## src/rtl/convolution_stage2.sv

```systemverilog
`default_nettype none
// ============================================================================
// Module   : convolution_stage2
// Brief    : Sums one kernel window of signed tap products plus bias, then
//            applies optional ReLU and 8-bit saturation into a valid/ready
//            output register.
// Revision : 1.0 - initial release
// ============================================================================
module convolution_stage2 #(
    parameter int TAPS  = 9,
    parameter int ACC_W = 12,
    parameter bit RELU  = 1'b1
) (
    input  logic             clk,
    input  logic             rst,
    input  logic [7:0]       prod,
    input  logic             prod_valid,
    output logic             prod_ready,
    input  logic [7:0]       bias,
    input  logic             clear,
    output logic [ACC_W-1:0] out_sum,
    output logic [7:0]       out_data,
    output logic             out_valid,
    input  logic             out_ready,
    output logic [3:0]       tap_count,
    output logic             busy
);

    localparam logic [3:0]              c_LAST_TAP = 4'(TAPS - 1);
    localparam logic signed [ACC_W-1:0] c_SAT_MAX  = ACC_W'(127);
    localparam logic signed [ACC_W-1:0] c_SAT_MIN  = -ACC_W'(128);

    logic signed [ACC_W-1:0] r_acc;
    logic signed [ACC_W-1:0] r_out_sum;
    logic [7:0]              r_out_data;
    logic                    r_out_valid;
    logic [3:0]              r_tap_count;

    logic                    w_last;
    logic                    w_prod_ready;
    logic                    w_accept;
    logic signed [ACC_W-1:0] w_base;
    logic signed [ACC_W-1:0] w_sum;
    logic signed [ACC_W-1:0] w_relu;
    logic [7:0]              w_sat;

    assign w_last       = (r_tap_count == c_LAST_TAP);
    // Only the final tap can stall: it would overwrite an unconsumed result.
    assign w_prod_ready = !rst && !clear && !(w_last && r_out_valid && !out_ready);
    assign w_accept     = prod_valid && w_prod_ready;

    // The first tap of a window starts from the bias instead of the accumulator.
    assign w_base = (r_tap_count == 4'd0) ? {{(ACC_W-8){bias[7]}}, bias} : r_acc;
    assign w_sum  = w_base + {{(ACC_W-8){prod[7]}}, prod};
    assign w_relu = (RELU && w_sum[ACC_W-1]) ? '0 : w_sum;

    always_comb begin
        w_sat = w_relu[7:0];
        if (w_relu > c_SAT_MAX) begin
            w_sat = 8'h7F;
        end else if (w_relu < c_SAT_MIN) begin
            w_sat = 8'h80;
        end
    end

    always_ff @(posedge clk) begin
        if (rst) begin
            r_acc       <= '0;
            r_out_sum   <= '0;
            r_out_data  <= 8'h00;
            r_out_valid <= 1'b0;
            r_tap_count <= 4'd0;
        end else begin
            if (r_out_valid && out_ready) begin
                r_out_valid <= 1'b0;
            end
            if (clear) begin
                r_acc       <= '0;
                r_tap_count <= 4'd0;
            end else if (w_accept) begin
                if (w_last) begin
                    r_out_sum   <= w_sum;
                    r_out_data  <= w_sat;
                    r_out_valid <= 1'b1;
                    r_acc       <= '0;
                    r_tap_count <= 4'd0;
                end else begin
                    r_acc       <= w_sum;
                    r_tap_count <= r_tap_count + 4'd1;
                end
            end
        end
    end

    assign prod_ready = w_prod_ready;
    assign out_sum    = r_out_sum;
    assign out_data   = r_out_data;
    assign out_valid  = r_out_valid;
    assign tap_count  = r_tap_count;
    assign busy       = (r_tap_count != 4'd0);

endmodule
`default_nettype wire
```

## config.mk

```make
export PLATFORM = sky130hd
export DESIGN_NAME = convolution_stage2
export DESIGN_NICKNAME = d
export VERILOG_FILES = /design/src/rtl/convolution_stage2.sv
export SDC_FILE = /design/constraint.sdc
export NUM_CORES = 1
export LEC_CHECK = 0
export BUFFER_PORTS_ARGS = -buffer_cell sky130_fd_sc_hd__buf_2
export CORE_MARGIN = 5
export CORE_UTILIZATION = 54
export CTS_BUF_LIST = sky130_fd_sc_hd__clkbuf_4 sky130_fd_sc_hd__clkbuf_8 sky130_fd_sc_hd__clkbuf_16
export CTS_CLUSTER_SIZE = 40
export DETAILED_ROUTE_END_ITERATION = 7
export GPL_TIMING_DRIVEN = 1
export PLACE_DENSITY = 0.9
export SYNTH_ARGS = -nofsm -noshare
export SYNTH_HDL_FRONTEND = slang
export SYNTH_SLANG_ARGS = --single-unit
```

## constraint.sdc

```tcl
create_clock -name clk -period 4.4 [get_ports clk]
set_input_delay 0.44 -clock clk [delete_from_list [all_inputs] [get_ports clk]]
set_output_delay 0.44 -clock clk [all_outputs]
set_load 0.05 [all_outputs]
```

---- Word-level counts from Yosys, hierarchy flattened ----
Index checks and enable logic that the tools add are counted.
storage, ports and cells
  register bits after elaboration ......... 37
  input bits .............................. 21
  output and inout bits ................... 27
cells by class
  $add $sub $neg .......................... 2
  order comparisons ....................... 2
  equality and inequality tests ........... 1
  multiplexer cells ....................... 10
  bitwise gates (word level) .............. 1
  reductions and logical operators ........ 14
operators by type and width
  cell                                                          count
  two-way mux 12 bit                                            2
  two-way mux 8 bit                                             2
  adder 12 bit                                                  1
  less-than comparator 12 x 8 -> 1 bit (second input constant)  1
  > comparator 11 x 7 -> 1 bit (second input constant)          1
  two-way mux 11 bit                                            1
  logical AND 1 bit                                             6
  adder 4 x 1 -> 4 bit (second input constant)                  1
  == test 4 bit (second input constant)                         1
  logical NOT 1 bit                                             4
  logical NOT 4 bit                                             1
  two-way mux 1 bit                                             4
  two-way mux 4 bit                                             1
  nonzero test 4 bit                                            1
  AND reduction 3 bit                                           1
  OR reduction 2 bit                                            1
  NOT 1 bit                                                     1

---- Logic depth before layout (Yosys ltp) ----
  depth after elaboration ................. 8
  mapped depth ............................ 15
  depth with buffers taken out ............ 14

---- Worst setup path after synthesis ----
Ideal clock, no wire load.
  path kind ............................... flip-flop to flip-flop
  start ................................... register r_tap_count[0] (netlist: tap_count[0])
  end ..................................... register r_out_data[6] (netlist: out_data[6])
  library setup time ...................... 0.072 ns
  data arrival time ....................... 3.725 ns
  required time ........................... 4.328 ns
  setup slack ............................. 0.603 ns
  stages on the path, launching flop included .. 16
  path buffers ............................ 1
  clock period less this slack ............ 3.797 ns
  cell sequence ........................... dfxtp_1 -> inv_1 -> ha_1 -> nor3b_4 -> inv_2 -> clkbuf_1 -> nand2_1 -> nand2_1 -> ha_1 -> fa_1 -> a21o_1 -> a221oi_2 -> o21ai_1 -> xor2_1 -> nand4b_1 -> a2bb2oi_1
between the ends
  longest elaborated chain between the ends .. 7
ends and longest elaborated chain
  element                                                                           RTL line  source
  from (decl)                                                                       37        logic [3:0] r_tap_count;
  from (signal assigned)                                                            89        r_tap_count <= r_tap_count + 4'd1;
  logical NOT 4 bit / == test 4 bit (equally long branches)                         53, 47
  two-way mux 12 bit / logical AND 1 bit (equally long branches)                    53, 49
  adder 12 bit / logical AND 1 bit (equally long branches)                          54, 49
  two-way mux 11 bit / logical NOT 1 bit (equally long branches)                    55, 49
  less-than comparator 12 x 8 -> 1 bit / logical AND 1 bit (equally long branches)  61, 49
  two-way mux 8 bit / logical AND 1 bit (equally long branches)                     61, 50
  two-way mux 8 bit / AND reduction 3 bit (equally long branches)                   n/a
  to (signal assigned)                                                              83        r_out_data <= w_sat;
  to (decl)                                                                         35        logic [7:0] r_out_data;
Parallel ways exist; a longest one is shown, timed or not.
A chain may end at the register's enable or synchronous reset.

---- Final worst setup path ----
  start ................................... register r_tap_count[0] (netlist: tap_count[0])
  end ..................................... register r_out_data[4] (netlist: out_data[4])
Same word-level chain as after synthesis.

==> impl_metrics.json <==
{
  "comb_power_share": 0.208,
  "synthTopCellsByArea": "dfxtp_1, nand2_1, ha_1",
  "pwr_density_cell_mw_per_mm2": 331.5,
  "dpl_worst_slack_ns": 0.8485,
  "max-slew-margin-rel": 0.6091,
  "fin_total_pwr_uw": 820.5,
  "wirelength_mm": 5.196,
  "io_buffers": 47,
  "synthToLayoutAreaGrowth_pct": 17.60,
  "synth_flop_cell": "dfxtp_1",
  "fin_nets": 333,
  "cts_resized": 0,
  "whs_path_depth": 2,
  "worstMarginPinSlew_ns": 0.5803,
  "synth_seq_cells": 37,
  "post_cts_buffers": 0,
  "dp_cells": 338,
  "ctsHoldBuffers": 0,
  "place_congestion": 0.9914,
  "setup_violations": 0,
  "dieArea_mm2": 0.005246,
  "ff2ff_setup_slack_ns": 0.81,
  "h-tree-depth": 2,
  "intPower_uw": 588.5,
  "yosysWarnings": 0,
  "layout-drive-gt1-share": 0.2248,
  "top_level_ports": 48,
  "drc": 0,
  "yosysSeqAreaShare": 0.3520,
  "synth-edff-count": 0,
  "grt_max_degree": 17,
  "hpwl_mm": 4.049,
  "vias": 1962,
  "grt_pass1_vias": 1853,
  "fp.dieH_um": 72.43,
  "n_antenna_cell": 0,
  "syn_avg_cell_area_um2": 8.286,
  "start_util": 0.5663,
  "switchingPower_uw": 232.0,
  "drv_slew": 0,
  "yosysTopAreaCell": "dfxtp_1",
  "clockBufferDepth": 2,
  "root_buffer": "clkbuf_8",
  "ff2ff_path_depth": 14,
  "synth_top_area_frac": 0.3520,
  "netlist_area_mm2": 0.002105,
  "insertion_delay_ns": 0.30,
  "required_ns": 4.63,
  "final_hold_viol_count": 0,
  "cts.reportedPaths.clkPinSlew_ns": 0.07,
  "fin_skew_ns": 0.003501,
  "synth_nets": 290,
  "timing.fmax_mhz": 278.6,
  "grt_pass1_wl_mm": 8.487,
  "ir_drop_mv": 0.2318,
  "rsz0062_at_grt": "false",
  "dr.pass1.iters": 4,
  "min_period_ns": 3.590,
  "path_max_fanout": 13,
  "postRouteAntennaNets": 0,
  "switching_share": 0.2827,
  "cts.sinks": 37,
  "power_frac_seq": 0.414,
  "vias_per_cell": 5.671,
  "yosys.cell_types.count": 45,
  "hp-class": "reg -> reg",
  "drtIter0Drc": 134,
  "worstSetupPathType": "reg -> reg",
  "overflow": 0,
  "rows": 22,
  "max_cap_violations": 0,
  "pwr-share-clk": 0.378,
  "setup.worst_path.start_class": "register",
  "outcome": "complete, no violations",
  "worstPathArrival_ns": 3.82,
  "p_leak_uw": 0.001125,
  "core-area_mm2": 0.003716,
  "critPathCaptureType": "register",
  "wl_per_cell_um": 15.02,
  "antenna_found_initial": 0,
  "cts_tree": "done",
  "die_w_um": 72.43,
  "finalSetupTns_ns": 0,
  "layoutNonFillerInstCount": 346,
  "grt.total_usage": 0.2090,
  "async_flop_share": 0,
  "postSynthCellCount": 254,
  "layout_setup_ws_ns": 0.8103,
  "cts_made_buffers": 5,
  "fin_crit_sh": 0.8158
}
==> layout make-up <==
cell class,instances,area [um^2]
Timing Repair Buffer,48,242.7
Fill cell,325,1241
Clock inverter,2,37.54
Sequential cell,37,740.7
Clock buffer,6,82.58
Inverter,4,15.01
Multi-Input combinational cell,201,1296
Tap cell,48,60.06
==> cell usage after synthesis (2+ instances only) <==
cell	n
dfxtp_1	37
nand4_1	4
o21ai_1	5
nor3_1	4
inv_1	3
nand2_1	54
nor3b_1	2
a22oi_1	7
a21o_1	9
o211ai_1	2
and3_1	2
nand3_1	5
a211o_1	2
buf_2	6
clkbuf_1	6
a21oi_1	21
a21oi_2	2
a2bb2oi_1	3
nor4b_1	4
xnor2_1	8
a211oi_1	2
ha_1	14
nand2b_1	2
xor2_1	7
a32o_1	2
o21ai_0	4
o21a_1	3
nor2_1	17
==> kinds of logic (layout without fill, tap and decap cells) <==
family                     Yosys count  in the layout  synth area share
and+or+nand+nor                    104            104            0.2384
buffers and inverters               16             60           0.03210
DFF                                 37             37            0.3520
xor gates and xnor gates            15             15           0.06243
adders and majority gates           15             15           0.09275
AOI/OAI and AO/OA                   65             65            0.2069
muxes                                2              2           0.01546
==> critical path: stages, from the launching register on <==
cell and delay, ns:
dfxtp_1 0.34, inv_1 0.10, ha_1 0.20, nor3b_4 0.39, inv_2 0.19, nand2_1 0.11
nand2_1 0.06, ha_1 0.21, fa_1 0.41, a21o_1 0.22, a221oi_2 0.32, o21ai_1 0.13
xor2_1 0.44, nand4b_1 0.23, a2bb2oi_1 0.16
==> metrics by stage <==
step | utilization | cell area, um^2 | hold slack (ns)
after floorplan | - | 2105 | 0.4321
after global placement | 0.6337 | 2355 | 0.4364
after detailed placement | 0.6337 | 2355 | 0.4443
after CTS | 0.6660 | 2475 | 0.4545
after global routing | 0.6660 | 2475 | 0.4767
final | 0.6660 | 2475 | 0.4546
==> cells in the final DEF, fill, tap and decap left out, types with 5 or more instances in the layout <==
cell	Yosys	routed
xnor2_1	8	8
buf_2	6	47
o21ai_1	5	5
a21o_1	9	9
xor2_1	7	7
nand3_1	5	5
clkbuf_8	0	6
a22oi_1	7	7
ha_1	14	14
nor2_1	17	17
nand2_1	54	54
dfxtp_1	37	37
a21oi_1	21	21
==> sequential cells by signal, indices dropped and copies added (netlist names) <==
name and count:
out_data 8, out_sum 12, out_valid 1, r_acc 12, tap_count 4
==> metal layers <==
| layer | routed length, um | vias to the layer above | GRT usage |
|---|---|---|---|
| li1 | - | 974 | - |
| met1 | 2228 | 920 | 0.2638 |
| met2 | 2520 | 60 | 0.3367 |
| met3 | 379 | 8 | 0.06371 |
| met4 | 68 | 0 | 0.07582 |
| met5 | 0 | - | 0 |
==> path summary, 6_finish.rpt <==
path	startpoint	end
min reg2reg	out_data[2]$_SDFFE_PP0P_	out_data[2]$_SDFFE_PP0P_
max	tap_count[0]$_SDFFE_PP0P_	out_data[4]$_SDFFE_PP0P_
min	out_data[2]$_SDFFE_PP0P_	out_data[2]$_SDFFE_PP0P_
max reg2reg	tap_count[0]$_SDFFE_PP0P_	out_data[4]$_SDFFE_PP0P_
==> power groups by stage <==
stage | Combinational (uW) | Sequential [uW] | Clock, uW
6_report | 170 | 340 | 310
5_1_grt | 186 | 340 | 330
4_1_cts | 169 | 340 | 315
3_5_place_dp | 167 | 348 | 0
3_3_place_gp | 165 | 348 | 0
2_1_floorplan | 124 | 348 | 0
(Power assumes the default switching activity.)
